$ cat src/rtl/autoshift_reg_if.sv
// FIFO-side handshake of the autoshift register: push/pull strobe plus data in both directions.
interface autoshift_reg_if #(
    parameter int WIDTH = 32
);
    logic             fifo_strobe;
    logic [WIDTH-1:0] fifo_dout;
    logic             fifo_ok;
    logic [WIDTH-1:0] fifo_din;

    modport master (output fifo_strobe, fifo_dout, input fifo_ok, fifo_din);
    modport slave  (input fifo_strobe, fifo_dout, output fifo_ok, fifo_din);
endinterface

$ cat src/rtl/autoshift_reg.sv
// Input/output shift register with explicit and automatic FIFO push/pull (PIO-style ISR/OSR).
// Define AUTOSHIFT_AUTO_EN to enable autopush/autopull driven by auto_en and threshold.
module autoshift_reg #(
    parameter int WIDTH = 32,
    parameter int MODE  = 0,
    parameter int CW    = $clog2(WIDTH)
) (
    input  logic             clk,
    input  logic             reset,
    input  logic             penable,
    input  logic             dir,
    input  logic             auto_en,
    input  logic [CW-1:0]    threshold,
    input  logic             shift_req,
    input  logic [CW-1:0]    shift_cnt,
    input  logic [WIDTH-1:0] shift_din,
    input  logic             load,
    input  logic [WIDTH-1:0] load_din,
    input  logic             fifo_req,
    input  logic             block,
    autoshift_reg_if.master  fifo,
    output logic [WIDTH-1:0] shift_out,
    output logic [WIDTH-1:0] dout,
    output logic [CW:0]      count,
    output logic             stall
);
    localparam int CW1 = CW + 1;
    localparam logic [CW:0] WFULL = CW1'(WIDTH);

    typedef enum logic {READY, PENDING} state_t;

    state_t           state, state_nx;
    logic [WIDTH-1:0] sr, sr_nx, sout_nx;
    logic [CW:0]      cnt, cnt_nx, cnt_sh, n, rem;
    logic [CW+1:0]    cnt_sum;
    logic [WIDTH-1:0] mask, din_m, sh_reg, sh_out;
    logic             xfer, auto_pre, auto_post;
    logic             unused_in;

    // Zero encodes a full-width count; oversized codes clamp to WIDTH.
    function automatic logic [CW:0] decode(input logic [CW-1:0] v);
        logic [CW:0] d;
        d = (v == '0) ? WFULL : {1'b0, v};
        return (d > WFULL) ? WFULL : d;
    endfunction

    assign n       = decode(shift_cnt);
    assign rem     = WFULL - n;
    assign mask    = {WIDTH{1'b1}} >> rem;
    assign din_m   = shift_din & mask;
    assign cnt_sum = {1'b0, cnt} + {1'b0, n};
    assign cnt_sh  = (cnt_sum > {1'b0, WFULL}) ? WFULL : cnt_sum[CW:0];

    always_comb begin
        sh_reg = dir ? (sr >> n) : (sr << n);
        sh_out = '0;
        if (MODE == 0)
            sh_reg = sh_reg | (dir ? (din_m << rem) : din_m);
        else
            sh_out = dir ? (sr & mask) : (sr >> rem);
    end

`ifdef AUTOSHIFT_AUTO_EN
    logic [CW:0] thr;
    assign thr       = decode(threshold);
    // OSR refills before shifting when already drained; ISR flushes after filling.
    assign auto_pre  = (MODE == 1) && auto_en && (cnt >= thr);
    assign auto_post = auto_en && (cnt_sh >= thr);
`else
    logic unused_auto;
    assign unused_auto = auto_en ^ (^threshold);
    assign auto_pre    = 1'b0;
    assign auto_post   = 1'b0;
`endif

    always_comb begin
        state_nx = state;
        sr_nx    = sr;
        sout_nx  = shift_out;
        cnt_nx   = cnt;
        xfer     = 1'b0;
        if (penable) begin
            if (state == PENDING) begin
                xfer = fifo.fifo_ok;
            end else if (load) begin
                sr_nx  = load_din;
                cnt_nx = '0;
            end else if (fifo_req) begin
                if (fifo.fifo_ok)
                    xfer = 1'b1;
                else if (block)
                    state_nx = PENDING;
            end else if (shift_req) begin
                if (auto_pre) begin
                    state_nx = PENDING;
                end else begin
                    sr_nx  = sh_reg;
                    cnt_nx = cnt_sh;
                    if (MODE == 1) sout_nx = sh_out;
                    if (auto_post) state_nx = PENDING;
                end
            end
            if (xfer) begin
                sr_nx    = (MODE == 0) ? '0 : fifo.fifo_din;
                cnt_nx   = '0;
                state_nx = READY;
            end
        end
    end

    always_ff @(posedge clk) begin
        if (reset) begin
            state     <= READY;
            sr        <= '0;
            shift_out <= '0;
            cnt       <= (MODE == 1) ? WFULL : '0;
        end else begin
            state     <= state_nx;
            sr        <= sr_nx;
            shift_out <= sout_nx;
            cnt       <= cnt_nx;
        end
    end

    assign fifo.fifo_strobe = xfer & ~reset;
    assign fifo.fifo_dout   = sr;
    assign dout             = sr;
    assign count            = cnt;
    assign stall            = (state == PENDING);
    assign unused_in        = ^{fifo.fifo_din, shift_din};
endmodule

$ cat src/flat_wrapper.sv
// flat-port wrapper written by rule: the top's interface ports become plain ports
module autoshift_reg_flat 
#(
    parameter int WIDTH = 32,
    parameter int MODE  = 0,
    parameter int CW    = $clog2(WIDTH)
)
  (clk, reset, penable, dir, auto_en, threshold, shift_req, shift_cnt, shift_din, load, load_din, fifo_req, block, shift_out, dout, count, stall, fifo_fifo_strobe, fifo_fifo_dout, fifo_fifo_ok, fifo_fifo_din);
  autoshift_reg_if #(.WIDTH(WIDTH)) fifo_i ();
  input  logic clk;
  input  logic reset;
  input  logic penable;
  input  logic dir;
  input  logic auto_en;
  input  logic [CW-1:0] threshold;
  input  logic shift_req;
  input  logic [CW-1:0] shift_cnt;
  input  logic [WIDTH-1:0] shift_din;
  input  logic load;
  input  logic [WIDTH-1:0] load_din;
  input  logic fifo_req;
  input  logic block;
  output logic [WIDTH-1:0] shift_out;
  output logic [WIDTH-1:0] dout;
  output logic [CW:0] count;
  output logic stall;
  output wire logic [$bits(fifo_i.fifo_strobe)-1:0] fifo_fifo_strobe;
  output wire logic [$bits(fifo_i.fifo_dout)-1:0] fifo_fifo_dout;
  input wire logic [$bits(fifo_i.fifo_ok)-1:0] fifo_fifo_ok;
  input wire logic [$bits(fifo_i.fifo_din)-1:0] fifo_fifo_din;
  assign fifo_fifo_strobe = fifo_i.fifo_strobe;
  assign fifo_fifo_dout = fifo_i.fifo_dout;
  assign fifo_i.fifo_ok = fifo_fifo_ok;
  assign fifo_i.fifo_din = fifo_fifo_din;
  autoshift_reg #(.WIDTH(WIDTH), .MODE(MODE), .CW(CW)) u_core (.clk(clk), .reset(reset), .penable(penable), .dir(dir), .auto_en(auto_en), .threshold(threshold), .shift_req(shift_req), .shift_cnt(shift_cnt), .shift_din(shift_din), .load(load), .load_din(load_din), .fifo_req(fifo_req), .block(block), .fifo(fifo_i), .shift_out(shift_out), .dout(dout), .count(count), .stall(stall));
endmodule
$ cat config.mk
export PLATFORM = sky130hd
export DESIGN_NAME = autoshift_reg_flat
export DESIGN_NICKNAME = d
export VERILOG_FILES = /design/src/rtl/autoshift_reg_if.sv /design/src/rtl/autoshift_reg.sv /design/src/flat_wrapper.sv
export SDC_FILE = /design/constraint.sdc
export NUM_CORES = 1
export LEC_CHECK = 0
export CORE_UTILIZATION = 35
export DETAILED_ROUTE_END_ITERATION = 10
export SLEW_MARGIN = 40
export SYNTH_ARGS = -nofsm -noshare
export SYNTH_HDL_FRONTEND = slang
export SYNTH_SLANG_ARGS = --single-unit
$ cat constraint.sdc
create_clock -name clk -period 9.7 [get_ports clk]
set_clock_uncertainty 0.2 [all_clocks]
set_input_delay 0.97 -clock clk [delete_from_list [all_inputs] [get_ports clk]]
set_output_delay 0.97 -clock clk [all_outputs]
set_load 0.02 [all_outputs]
# [Word-level counts from Yosys, hierarchy flattened]
# Index checks and enable logic that the tools add are counted.
[totals] word_cells=47 out_inout_bits=104 reg_bits=39
[classes] n_mux=27 eq_ne=2 shift=4 reduce_logical=3 n_lt_le_gt_ge=2 bitwise_logic=4 n_addsub=2
[op_table] cell="two-way mux 32 bit" count=7
[op_table] cell="<< shifter 32 x 6 -> 32 bit" count=2
[op_table] cell="two-way mux 6 bit" count=8
[op_table] cell="AND 32 bit" count=1
[op_table] cell="bitwise OR 32 bit" count=1
[op_table] cell="right shift 32 x 6 -> 32 bit" count=1
[op_table] cell="right shift 32 x 6 -> 32 bit (first input constant)" count=1
[op_table] cell="two-way mux 1 bit" count=12
[op_table] cell="adder 6 x 6 -> 7 bit" count=1
[op_table] cell="greater-than comparator 7 x 6 -> 1 bit (second input constant)" count=1
[op_table] cell="greater-than comparator 6 bit (second input constant)" count=1
[op_table] cell="subtractor 6 bit (first input constant)" count=1
[op_table] cell="zero test 5 bit" count=1
[op_table] cell="AND reduction 4 bit" count=1
[op_table] cell="!= test 3 x 2 -> 1 bit (second input constant)" count=1
[op_table] cell="nonzero test 3 bit" count=1
[op_table] cell="!= test 2 bit (second input constant)" count=1
[op_table] cell="AND 1 bit" count=1
[op_table] cell="inverter 1 bit" count=1

# [Logic depth before layout (Yosys ltp)]
[depth] word_depth=15 ltp_mapped=23 depth_no_buf=16

# [Worst setup path before layout]
# No wires, ideal clock.
[synth_timing] path_kind="input to register" from="input port shift_cnt[1]" to="register u_core.cnt[2] (netlist: u_core.count[2])" arrival_time_ns=4.561 stages=23 t_required_ns=9.435 path_slack_ns=4.874 setup_time_ns=0.065 path_buffers=7 path_cell_list="buf_2 clkinv_1 clkbuf_1 ha_1 clkbuf_2 or4b_4 buf_6 nand2_4 inv_2 buf_6 buf_4 buf_2 ha_1 inv_1 fa_1 nor2b_1 o21ai_0 a21boi_0 o21ai_0 nand3b_1 nor2_1 a22oi_1 nor2_1"
[synth_between] elab_chain_cells=12
[synth_rtl] element="start: declaration" line="flat_wrapper.sv:17" text="input logic [CW-1:0] shift_cnt;"
[synth_rtl] element="zero test 5 bit" line="autoshift_reg.sv:43" text="d = (v == '0) ? WFULL : {1'b0, v};"
[synth_rtl] element="two-way mux 6 bit *" line="autoshift_reg.sv:43"
[synth_rtl] element="greater-than comparator 6 bit" line="autoshift_reg.sv:44" text="return (d > WFULL) ? WFULL : d;"
[synth_rtl] element="two-way mux 6 bit *" line="autoshift_reg.sv:44"
[synth_rtl] element="adder 6 x 6 -> 7 bit *" line="autoshift_reg.sv:51" text="assign cnt_sum = {1'b0, cnt} + {1'b0, n};"
[synth_rtl] element="greater-than comparator 7 x 6 -> 1 bit" line="autoshift_reg.sv:52" text="assign cnt_sh = (cnt_sum > {1'b0, WFULL}) ? WFULL : cnt_sum[CW:0];"
[synth_rtl] element="two-way mux 6 bit *" line="autoshift_reg.sv:52"
[synth_rtl] element="two-way mux 6 bit *" line="autoshift_reg.sv:93" text="end else if (shift_req) begin"
[synth_rtl] element="two-way mux 6 bit *" line="autoshift_reg.sv:88" text="end else if (fifo_req) begin"
[synth_rtl] element="two-way mux 6 bit *" line="autoshift_reg.sv:85" text="end else if (load) begin"
[synth_rtl] element="two-way mux 6 bit *" line="autoshift_reg.sv:83" text="if (state == PENDING) begin"
[synth_rtl] element="two-way mux 6 bit *" line="autoshift_reg.sv:103" text="if (xfer) begin"
[synth_rtl] element="end signal: assignment" line="autoshift_reg.sv:116" text="cnt <= (MODE == 1) ? WFULL : '0;"
[synth_rtl] element="end signal: assignment" line="autoshift_reg.sv:121" text="cnt <= cnt_nx;"
[synth_rtl] element="end: declaration" line="autoshift_reg.sv:34" text="logic [CW:0] cnt, cnt_nx, cnt_sh, n, rem;"
# Every way passes the cells marked *; elsewhere a longest branch is shown, timed or not. The select of a mux whose other input is x is not followed.
# A chain may end at the register's enable or synchronous reset.

# [Worst setup path after layout]
[layout_timing] from="input port shift_cnt[0]" to="register u_core.sr[30] (netlist: u_core.dout[30])"
[layout_between] elab_chain_cells=15
[layout_rtl] element="zero test 5 bit" line="autoshift_reg.sv:43"
[layout_rtl] element="two-way mux 6 bit *" line="autoshift_reg.sv:43"
[layout_rtl] element="greater-than comparator 6 bit" line="autoshift_reg.sv:44"
[layout_rtl] element="two-way mux 6 bit *" line="autoshift_reg.sv:44"
[layout_rtl] element="subtractor 6 bit" line="autoshift_reg.sv:48" text="assign rem = WFULL - n;"
[layout_rtl] element="right shift 32 x 6 -> 32 bit" line="autoshift_reg.sv:49" text="assign mask = {WIDTH{1'b1}} >> rem;"
[layout_rtl] element="AND 32 bit" line="autoshift_reg.sv:50" text="assign din_m = shift_din & mask;"
[layout_rtl] element="<< shifter 32 x 6 -> 32 bit" line="autoshift_reg.sv:58" text="sh_reg = sh_reg | (dir ? (din_m << rem) : din_m);"
[layout_rtl] element="two-way mux 32 bit" line="autoshift_reg.sv:58"
[layout_rtl] element="bitwise OR 32 bit *" line="autoshift_reg.sv:58"
[layout_rtl] element="two-way mux 32 bit *" line="autoshift_reg.sv:93"
[layout_rtl] element="two-way mux 32 bit *" line="autoshift_reg.sv:88"
[layout_rtl] element="two-way mux 32 bit *" line="autoshift_reg.sv:85"
[layout_rtl] element="two-way mux 32 bit *" line="autoshift_reg.sv:83"
[layout_rtl] element="two-way mux 32 bit *" line="autoshift_reg.sv:103"
[layout_rtl] element="end signal: assignment" line="autoshift_reg.sv:119" text="sr <= sr_nx;"
[layout_rtl] element="end: declaration" line="autoshift_reg.sv:33" text="logic [WIDTH-1:0] sr, sr_nx, sout_nx;"
# Marks and branches as above.

==> impl_metrics.env <==
export IMPL_worstPathArrival_ns=6.27
export IMPL_tritoncts="done"
export IMPL_clock_tree_buffer_depth=2
export IMPL_power_internal_mw=0.530
export IMPL_run_status="finished, final reports clean"
export IMPL_post_route_util_pct=41.6
export IMPL_p_sw_mw=0.609
export IMPL_yosys_top_cells_area="sky130_fd_sc_hd__dfxtp_1 8.2%, sky130_fd_sc_hd__nand2_1 5.9%, sky130_fd_sc_hd__a21oi_1 5.9%, sky130_fd_sc_hd__buf_4 5.5%, sky130_fd_sc_hd__nor2_1 5.0%"
export IMPL_syn_area_per_cell_um2=6.63
export IMPL_first_pass_iters=6
export IMPL_grt_overflow=0
export IMPL_num_fill_cells=2860
export IMPL_synth_warnings=0
export IMPL_floorplan_die_area_um2=27900
export IMPL_insertion_delay_ns=0.30
export IMPL_placement_rows=59
export IMPL_totalWireLength_um=60900
export IMPL_cap_viol_max_count=0
export IMPL_yosys_area_top_type="sky130_fd_sc_hd__dfxtp_1"
export IMPL_clock_power_share_pct=17.8
export IMPL_crit_path_start_kind="primary input"
export IMPL_most_numerous_cell_in_the_yosys_netlist="sky130_fd_sc_hd__nand2_1"
export IMPL_timing_final_max_slew_violations=0
export IMPL_path_class="in2reg"
export IMPL_irDropWorstVdd_v=0.0000616
export IMPL_worst_endpoint_required_ns=9.69
export IMPL_layout_cell_area_non_filler_um2=11000
export IMPL_vias=13200
export IMPL_asyncSetResetFlopFracSynth_pct=0
export IMPL_final_critical_path_setup_slack_ns=3.43
export IMPL_worst_slew_pin_slew_ns=0.975
export IMPL_ys_seq_area_share_pct=8.20
export IMPL_layout_min_cycle_time_ns=6.27
export IMPL_max_slew_margin_rel_pct=34.1
export IMPL_clk_pin_slew_ns=0.06
export IMPL_p_sw_share_pct=53.5
export IMPL_htree_levels=2
export IMPL_ant_nets=0
export IMPL_grt_setup_unrepaired="no"
export IMPL_die_height_um=167
export IMPL_numClockSinks=39
export IMPL_dp_cells=1792
export IMPL_areaGrowthSynthToFinish_pct=15.3
export IMPL_post_synth_inst_count=1435
export IMPL_drive_gt1_share_pct=7.71
export IMPL_placement_setup_worst_slack_ns=3.41
export IMPL_power_share_combinational_pct=63.2
export IMPL_die_x_um=167
export IMPL_stdcell_count=1800
export IMPL_ys_seq_elements=39
export IMPL_cts_hold_buf=0
export IMPL_relative_contribution_of_sequential_cells_to_total_power_pct=18.9
export IMPL_end_kind="flop"
export IMPL_finalSetupViolCount=0
export IMPL_grt_pass1_vias=11800
export IMPL_dpl_cell_area_um2=10800
export IMPL_vias_per_cell=7.32
export IMPL_antenna_found_initial=0
export IMPL_power_static_leakage_nw=3.91
export IMPL_pwr_density_cell_nw_per_um2=104
export IMPL_yosys_top_cells_count="150 x sky130_fd_sc_hd__nand2_1, 128 x sky130_fd_sc_hd__nor2_1, 112 x sky130_fd_sc_hd__a21oi_1"
export IMPL_hold_path_class="reg2reg"
export IMPL_initial_core_util_pct=36.1
export IMPL_timing_final_hold_violations=0
export IMPL_layout_nets=1591
export IMPL_synth_enable_flop_cells=0
export IMPL_final_setup_tns_ns=0
export IMPL_avgRoutedWirePerCell_um=33.8
export IMPL_fmax_mhz=159
export IMPL_antenna_cells=0
export IMPL_syn_cell_area_um2=9520
export IMPL_synth_flop_cell="sky130_fd_sc_hd__dfxtp_1"
export IMPL_clock_tree_root_cell="sky130_fd_sc_hd__clkbuf_16"
export IMPL_synth_distinct_cells=100
export IMPL_port_buffers=149
export IMPL_maximum_number_of_pins_on_one_net_before_global_route_repair=95
export IMPL_synthDominantCellAreaShare_pct=8.20
export IMPL_detail_route_iter0_violations=2182
export IMPL_placer_congestion_estimate=1.08
export IMPL_cts_post_setup_buffers_inserted=0
export IMPL_core_region_area_um2=26400
export IMPL_design_portCount=220
export IMPL_grt_pass1_wl_um=86600
export IMPL_finalCritPeriodShare_pct=64.7
export IMPL_remaining_drc_errors=0
export IMPL_dpl_hpwl_um=45400
export IMPL_post_cts_resized_instances=0
export IMPL_total_grt_usage_pct=42.5
export IMPL_tritoncts_num_buffers=5
export IMPL_worstPathMaxFanout=53
==> cell usage in the layout, fill, tap and decap left out, types with 12 or more instances in the layout <==
cell / Yosys / routed
sky130_fd_sc_hd__mux2i_1: 44 / 44
sky130_fd_sc_hd__a32oi_1: 13 / 13
sky130_fd_sc_hd__a21boi_0: 20 / 19
sky130_fd_sc_hd__conb_1: 1 / 32
sky130_fd_sc_hd__o221ai_1: 18 / 18
sky130_fd_sc_hd__dfxtp_1: 39 / 39
sky130_fd_sc_hd__a31oi_1: 25 / 25
sky130_fd_sc_hd__and2_1: 12 / 13
sky130_fd_sc_hd__clkdlybuf4s50_1: 0 / 145
sky130_fd_sc_hd__nor2_1: 128 / 127
sky130_fd_sc_hd__buf_4: 70 / 44
sky130_fd_sc_hd__nand2_1: 150 / 150
sky130_fd_sc_hd__o21a_1: 13 / 12
sky130_fd_sc_hd__and3_1: 14 / 14
sky130_fd_sc_hd__o32ai_1: 13 / 12
sky130_fd_sc_hd__o22ai_1: 23 / 23
sky130_fd_sc_hd__o211ai_1: 29 / 29
sky130_fd_sc_hd__o21ai_0: 87 / 86
sky130_fd_sc_hd__a211oi_1: 19 / 19
sky130_fd_sc_hd__nand4_1: 16 / 16
sky130_fd_sc_hd__o31ai_1: 19 / 18
sky130_fd_sc_hd__a221oi_1: 19 / 19
sky130_fd_sc_hd__nor3_1: 48 / 48
sky130_fd_sc_hd__inv_1: 18 / 18
sky130_fd_sc_hd__a22oi_1: 14 / 14
sky130_fd_sc_hd__nand3_1: 50 / 50
sky130_fd_sc_hd__nor2b_1: 18 / 17
sky130_fd_sc_hd__a21oi_1: 112 / 112
sky130_fd_sc_hd__nand2b_1: 27 / 27
==> layout make-up <==
type | count | area [µm²] | share of cell area (%)
multi-input combinational | 1201 | 7710 | 70.2
timing repair buffer | 193 | 1810 | 16.5
sequential | 39 | 781 | 7.11
tap | 335 | 419 | 3.82
clock buffer | 5 | 125 | 1.14
inverter | 24 | 90.1 | 0.821
clock inverter | 3 | 43.8 | 0.399
==> per-stage QoR <==
step	power, mW	hold slack, ns
final	1.14	0.297
after detailed placement	0.900	0.285
after global placement	0.902	0.268
after global routing	1.17	0.332
after floorplan	0.624	0.346
after CTS	1.10	0.294
==> final timing paths <==
check                  startpoint              end  slack, ns  cells after the start
setup / recovery     shift_cnt[0]  u_core.dout[30]       3.43                     14
setup reg to reg   u_core.dout[8]  u_core.dout[31]       6.08                      8
hold / removal    u_core.count[5]  u_core.count[5]       0.30                      2
hold reg to reg   u_core.count[5]  u_core.count[5]       0.30                      2
==> critical path, stage by stage <==
cell and delay (ns):
sky130_fd_sc_hd__buf_4 0.20, sky130_fd_sc_hd__inv_1 0.53, sky130_fd_sc_hd__ha_1 0.54, sky130_fd_sc_hd__or4b_4 0.70, sky130_fd_sc_hd__buf_4 0.37, sky130_fd_sc_hd__inv_2 0.09
sky130_fd_sc_hd__buf_4 0.50, sky130_fd_sc_hd__nor2_1 0.38, sky130_fd_sc_hd__a211oi_1 0.27, sky130_fd_sc_hd__a2111oi_0 0.10, sky130_fd_sc_hd__nor4bb_1 0.88, sky130_fd_sc_hd__a211o_1 0.25
sky130_fd_sc_hd__o211ai_1 0.11, sky130_fd_sc_hd__o31a_1 0.31
==> sequential cells by signal (all words and copies together), names as in the netlist <==
signal,flops
u_core.dout,32
u_core.stall,1
u_core.count,6
==> power by group through the flow <==
| stage | Sequential [mW] | Combinational [mW] | Clock, mW |
|---|---|---|---|
| 2_1_floorplan | 0.205 | 0.419 | 0 |
| 3_3_place_gp | 0.215 | 0.687 | 0 |
| 3_5_place_dp | 0.215 | 0.685 | 0 |
| 4_1_cts | 0.212 | 0.688 | 0.205 |
| 5_1_grt | 0.215 | 0.742 | 0.209 |
| 6_report | 0.216 | 0.721 | 0.203 |
==> metal layers <==
layer | track usage [%] | wire (µm)
met5 | 0 | 0
met4 | 26.5 | 4310
met3 | 10.8 | 7580
met2 | 61.6 | 25000
met1 | 55.7 | 24000
==> logic make-up after synthesis <==
family | synth area share, %
compound gates | 44.9
xor+xnor | 0.460
fa+ha+maj | 1.52
buf+inv | 12.6
flops | 8.20
mux | 6.88
other cells | 0.0394
simple gates | 25.5
Note: power is estimated with default switching activity, not from simulation.
